File: src/rtl/kronos_types.sv
// Shared types for the kronos SRAM arbiter: the registered owner of the
// access launched in the previous cycle.
package kronos_types;

  typedef enum logic [1:0] {
    OWNER_NONE,
    OWNER_INSTR,
    OWNER_DATA
  } arb_owner_t;

endpackage

File: src/rtl/kronos_spsram_arbiter.sv
// Shares one single-port SRAM between instruction fetch and data access.
// Data wins collisions unless the fetch side has lost STARVE_LIMIT cycles in a row.
module kronos_spsram_arbiter
  import kronos_types::*;
#(
  parameter int MEMSIZE      = 11,
  parameter int STARVE_LIMIT = 4
) (
  input  logic               clk,
  input  logic               rst,
  input  logic [31:0]        instr_addr,
  input  logic               instr_req,
  output logic               instr_gnt,
  output logic [31:0]        instr_data,
  input  logic [31:0]        data_addr,
  input  logic [31:0]        data_wr_data,
  input  logic [3:0]         data_wr_mask,
  input  logic               data_rd_req,
  input  logic               data_wr_req,
  output logic               data_gnt,
  output logic [31:0]        data_rd_data,
  output logic [MEMSIZE-1:0] mem_addr,
  output logic [31:0]        mem_wdata,
  output logic [3:0]         mem_wmask,
  output logic               mem_en,
  output logic               mem_wren,
  input  logic [31:0]        mem_rdata,
  output logic [15:0]        conflict_cnt
);

  localparam int SW = $clog2(STARVE_LIMIT + 1);

  logic [SW-1:0] starve_cnt;
  arb_owner_t    owner;
  logic          data_req, starved, data_win, instr_win;
  logic          unused_addr_bits;

  assign data_req  = data_rd_req | data_wr_req;
  assign starved   = (starve_cnt == SW'(STARVE_LIMIT));
  assign data_win  = data_req & ~(instr_req & starved);
  assign instr_win = instr_req & ~data_win;

  // A simultaneous read+write request is a single write access.
  assign mem_en    = instr_req | data_req;
  assign mem_wren  = data_wr_req & data_win;
  assign mem_addr  = data_win ? data_addr[2 +: MEMSIZE] : instr_addr[2 +: MEMSIZE];
  assign mem_wdata = data_wr_data;
  assign mem_wmask = data_wr_mask;

  assign instr_data   = mem_rdata;
  assign data_rd_data = mem_rdata;
  assign instr_gnt    = (owner == OWNER_INSTR);
  assign data_gnt     = (owner == OWNER_DATA);

  // Upper and byte-offset address bits alias by design.
  assign unused_addr_bits = ^{instr_addr[31:2+MEMSIZE], instr_addr[1:0],
                              data_addr[31:2+MEMSIZE], data_addr[1:0]};

  always_ff @(posedge clk or posedge rst) begin
    if (rst) begin
      owner        <= OWNER_NONE;
      starve_cnt   <= '0;
      conflict_cnt <= '0;
    end else begin
      if (instr_win)     owner <= OWNER_INSTR;
      else if (data_win) owner <= OWNER_DATA;
      else               owner <= OWNER_NONE;

      // Losing is impossible once starved, so this never passes STARVE_LIMIT.
      if (instr_req & data_win) starve_cnt <= starve_cnt + 1'b1;
      else                      starve_cnt <= '0;

      if (instr_req & data_req & (conflict_cnt != 16'hFFFF))
        conflict_cnt <= conflict_cnt + 16'd1;
    end
  end

endmodule

File: config.mk
export PLATFORM = sky130hd
export DESIGN_NAME = kronos_spsram_arbiter
export DESIGN_NICKNAME = d
export VERILOG_FILES = /design/src/rtl/kronos_types.sv /design/src/rtl/kronos_spsram_arbiter.sv
export SDC_FILE = /design/constraint.sdc
export NUM_CORES = 1
export LEC_CHECK = 0
export ABC_CLOCK_PERIOD_IN_PS = 1810
export BUFFER_PORTS_ARGS = -buffer_cell sky130_fd_sc_hd__buf_2
export CAP_MARGIN = 20
export CORE_AREA = 2 2 105 107
export CTS_BUF_LIST = sky130_fd_sc_hd__clkbuf_2 sky130_fd_sc_hd__clkbuf_4 sky130_fd_sc_hd__clkbuf_8
export CTS_CLUSTER_DIAMETER = 80
export DETAILED_ROUTE_END_ITERATION = 7
export DIE_AREA = 0 0 107 109
export GPL_TIMING_DRIVEN = 0
export PLACE_DENSITY = 0.57
export SLEW_MARGIN = 10
export SYNTH_ARGS = -nofsm -noshare
export SYNTH_HDL_FRONTEND = slang
export SYNTH_SLANG_ARGS = --single-unit
export TNS_END_PERCENT = 1
File: constraint.sdc
create_clock -name clk -period 1.81 [get_ports clk]
set_input_delay 0.2715 -clock clk [delete_from_list [all_inputs] [get_ports clk]]
set_output_delay 0.2715 -clock clk [all_outputs]
set_load 0.05 [all_outputs]
### Word-level counts from Yosys, hierarchy flattened

Cells that the tools add are included.

* register bits after elaboration: 21
* input port bits: 137
* output and inout port bits: 131
* word-level logic and storage cells: 24

* add/sub/neg operators: 2
* equality and inequality tests: 4
* muxes and demuxes: 4
* bitwise gates (word level): 11

Operators with widths (number)
* $add 16x1->16 const B: 1
* $ne 16x16->1 const B: 1
* $mux 11: 1
* $and 1x1->1: 7
* $mux 2: 2
* $add 3x1->3 const B: 1
* $eq 3x3->1 const B: 1
* $mux 3: 1
* $eq 2x1->1 const B: 1
* $eq 2x2->1 const B: 1
* $not 1->1: 2
* $or 1x1->1: 2

### Longest topological paths before layout

* word-level depth: 7
* gate-level depth with buffers: 6
* gate-level depth less buffers: 5

### Worst setup path after synthesis

Ideal clock, no wire load.

* kind: reg-to-reg
* start point: register conflict_cnt[0]
* end point: register conflict_cnt[14]
* setup time: 146 ps
* arrival: 1822 ps
* data required time: 1664 ps
* setup slack: -158 ps
* stages on the path, launching flop included: 7
* buffers on the path: 1
* period minus slack after synthesis: 1968 ps
* cell sequence: dfrtp_1 -> ha_1 -> nand3_1 -> or2_0 -> clkbuf_1 -> nor4_1 -> xor2_1

* longest elaborated chain between the ends: 2
* elaborated cells between the ends (all ways): 3
* classes of those cells: add/sub: 1; eq/ne: 1; bitwise: 1

RTL lines
* start, declared: RTL line kronos_spsram_arbiter.sv:28 `output logic [15:0] conflict_cnt`
* start signal, assigned: RTL line kronos_spsram_arbiter.sv:74 `conflict_cnt <= conflict_cnt + 16'd1;`
* branches (longest 2 deep; another with $add 16x1->16)

Parallel ways; which one is timed is not known.
A chain may end at the register's enable or synchronous reset.

### Final worst setup path

* start point: register starve_cnt[0]
* end point: output mem_addr[5]

* longest elaborated chain between the ends: 5

RTL lines
* start, declared: RTL line kronos_spsram_arbiter.sv:33 `logic [SW-1:0] starve_cnt;`
* start signal, assigned: RTL line kronos_spsram_arbiter.sv:70 `if (instr_req & data_win) starve_cnt <= starve_cnt + 1'b1;`
* $eq 3x3->1: RTL line kronos_spsram_arbiter.sv:39 `assign starved = (starve_cnt == SW'(STARVE_LIMIT));`
* $and 1x1->1: RTL line kronos_spsram_arbiter.sv:40 `assign data_win = data_req & ~(instr_req & starved);`
* $not 1->1: RTL line kronos_spsram_arbiter.sv:40
* $and 1x1->1: RTL line kronos_spsram_arbiter.sv:40
* $mux 11: RTL line kronos_spsram_arbiter.sv:46 `assign mem_addr = data_win ? data_addr[2 +: MEMSIZE] : instr_addr[2 +: MEMSIZE];`
* end, declared: RTL line kronos_spsram_arbiter.sv:22 `output logic [MEMSIZE-1:0] mem_addr,`

No other way between the ends.

==> flow_summary.json <==
{
  "final_common_cell": "buf_2",
  "worst-slew-pin-transition_ns": 0.814,
  "fin_tns_setup_ns": -1.85,
  "p_clk_frac": 0.111,
  "cts-root-buf": "clkbuf_8",
  "irDropWorstVdd_mv": 0.255,
  "dp_cells": 505,
  "final_core_util": 0.298,
  "path_clk_slew_ns": 0.08,
  "cts_sinks": 21,
  "multi_input_area_um2": 671,
  "vias": 1889,
  "slew_headroom": 0.457,
  "critPathKind": "reg2out",
  "syn-mean-instance-area_um2": 9.37,
  "num-nets-final": 518,
  "fin_skew_ns": 0.00275,
  "clk-insertion-delay-late_ns": 0.26,
  "overflow": 0,
  "status": "finished with violations",
  "first_global_vias": 1645,
  "finalNonFillerCells": 517,
  "ys_ff_latch": 21,
  "route.detailed.drc": 0,
  "grtUsageTotal": 0.0718,
  "cpPeakStageDelay_ns": 0.35,
  "powerDensity_nw_per_um2": 875,
  "cpMaxStageDelayCell": "dfrtp_1",
  "slew_violations": 0,
  "setup_ws_ns": -0.188,
  "regArea_um2": 543,
  "initial_utilization": 0.184,
  "min_period_over_period": 1.10,
  "hold_path.class": "in2async",
  "p_sw_frac": 0.543,
  "rows": 38,
  "p_leak_nw": 1.73,
  "drive_gt1_frac": 0.820,
  "holdWs_ns": 0.162,
  "drt-total-wl_um": 5060,
  "die_area_um2": 11700,
  "grt_pass1_wl_um": 6980,
  "power_frac_seq": 0.279,
  "drt-met1-wl_um": 1770,
  "post-dp-hpwl_um": 4160,
  "syn-cell-area_um2": 1950,
  "worstPathArrival_ns": 1.73,
  "met2WireLength_um": 2800,
  "numPortBuffers": 157,
  "crit_chain": "inv_1 > ha_2 > nand3_2 > o21a_4 > buf_6 > mux2_2 > buf_8",
  "synthCells": 208,
  "die_x_um": 107,
  "syn_to_final_growth_pct": 62.1,
  "io_pins": 268,
  "grt_setup_unrepaired": "yes",
  "drt_first_pass_iters": 4,
  "routed.top_layer": "met4",
  "finalHoldViolCount": 0,
  "cp.required_ns": 1.54,
  "p_comb_frac": 0.611,
  "seq_area_frac_synth": 0.270,
  "hold_buffers": 0,
  "final_cell_mix": "145 x buf_2, 106 x buf_4, 14 x buf_6, 14 x dfrtp_2, 13 x xor2_1",
  "synth_warnings": 0,
  "cts_made_buffers": 3,
  "final-setup-viol-count": 12,
  "routabilityCongestion": 0.767,
  "drtIter0Drc": 41,
  "max_freq_mhz": 501,
  "p_sw_w": 0.00150,
  "via_per_inst": 3.65,
  "core_area_um2": 10600,
  "yosysUniqueCellTypes": 34,
  "start_kind": "register",
  "wl_met3_um": 444,
  "cp-end-kind": "output port",
  "drv_cap": 0,
  "fill_cells": 1128,
  "violations": "negative setup slack",
  "antenna_left": 0,
  "cts_tree": "built",
  "fin_crit_ns": 2.00,
  "clockBufferDepth": 2,
  "internal_power_w": 0.00126,
  "diodes": 0,
  "syn_nets": 348,
  "htreeDepth": 1,
  "antenna_found_initial": 0,
  "grt_max_degree": 22,
  "die_h_um": 109,
  "crit_fanout": 5,
  "wl_per_cell_um": 9.79
}
synthesized netlist by cell type (all sizes together):
master | n | share of area
ha | 3 | 0.019
nor2 | 5 | 0.011
mux2 | 12 | 0.071
or2 | 1 | 0.0032
clkbuf | 2 | 0.0039
nand3 | 6 | 0.015
and2 | 1 | 0.0032
nand2 | 4 | 0.0077
and4 | 1 | 0.0045
xnor2 | 2 | 0.0090
or3 | 2 | 0.0090
inv | 6 | 0.012
nor2b | 3 | 0.0096
dfrtp | 21 | 0.27
o21a | 1 | 0.0039
nor3b | 2 | 0.0077
xor2 | 13 | 0.058
buf | 101 | 0.39
nor4b | 2 | 0.012
nand4 | 4 | 0.027
o21ai | 1 | 0.0026
nor3 | 5 | 0.013
nor4 | 7 | 0.030
a21oi | 1 | 0.0026
a211oi | 1 | 0.0039
and3 | 1 | 0.0032
flip-flops by register name, indices dropped and copies added (netlist names):
| signal | cells |
|---|---|
| starve_cnt | 3 |
| owner | 2 |
| conflict_cnt | 16 |
power by group through the flow:
stage | clock (W) | sequential (W) | combinational [W]
after floorplan | 0 | 0.00113 | 0.000928
after global placement | 0 | 0.000772 | 0.00162
after detailed placement | 0 | 0.000786 | 0.00164
after CTS | 0.000318 | 0.000776 | 0.00169
after global routing | 0.000342 | 0.000799 | 0.00178
final | 0.000306 | 0.000770 | 0.00169
logic make-up after synthesis:
kind of cell	synth area share
flops	0.270
fa+ha+maj	0.0193
mux	0.0712
simple gates	0.157
buf+inv	0.403
xor+xnor	0.0674
compound gates	0.0128
per-layer routing:
layer	vias up	GRT usage
met5	-	0
met2	102	0.139
met3	2	0.00897
li1	926	-
met1	859	0.0819
met4	0	0.0223
what timing repair did:
item                                    CTS  global route
gates cloned                              1             0
pin swaps                                 0             1
gates resized for setup                  32             3
buffers inserted                          5             2
endpoints found under the setup margin   11            16
worst max-delay path: cells and delay by family (launching register included):
family                     cells  cell delay, ns
and+or+nand+nor                1            0.08
buffers and inverters          3            0.33
AOI/OAI and AO/OA              1            0.16
adders and majority gates      1            0.19
muxes                          1            0.35
DFF                            1            0.35
stage by stage:
step,instance area [um^2],setup slack [ns],power [W]
after CTS,3130,-0.189,0.00279
after detailed placement,2930,-0.330,0.00242
after global routing,3160,-0.273,0.00292
final,3160,-0.188,0.00276
after global placement,2930,-0.269,0.00240
after floorplan,1970,-0.0217,0.00206
final cells by class:
type                            count  area share
Buffer                            103       0.244
Clock buffer                        3      0.0131
Multi-Input combinational cell     78       0.212
Sequential cell                    21       0.172
Timing Repair Buffer              165       0.295
Inverter                            6     0.00713
Tap cell                          140      0.0554
Clock inverter                      1     0.00158
final timing paths:
check	startpoint	endpoint	slack, ns	cells after the start
setup reg to reg	conflict_cnt[0]$_DFFE_PP0P_	conflict_cnt[1]$_DFFE_PP0P_	0.05	5
max in group asynchronous	rst	conflict_cnt[5]$_DFFE_PP0P_	1.09	2
hold reg to reg	conflict_cnt[15]$_DFFE_PP0P_	conflict_cnt[15]$_DFFE_PP0P_	0.50	1
setup / recovery	starve_cnt[0]$_DFF_PP0_	mem_addr[5]	-0.19	7
min in group clk	instr_req	owner[0]$_DFF_PP0_	0.31	2
hold / removal	rst	owner[1]$_DFF_PP0_	0.16	2
Note: power is estimated with default switching activity, not from simulation.
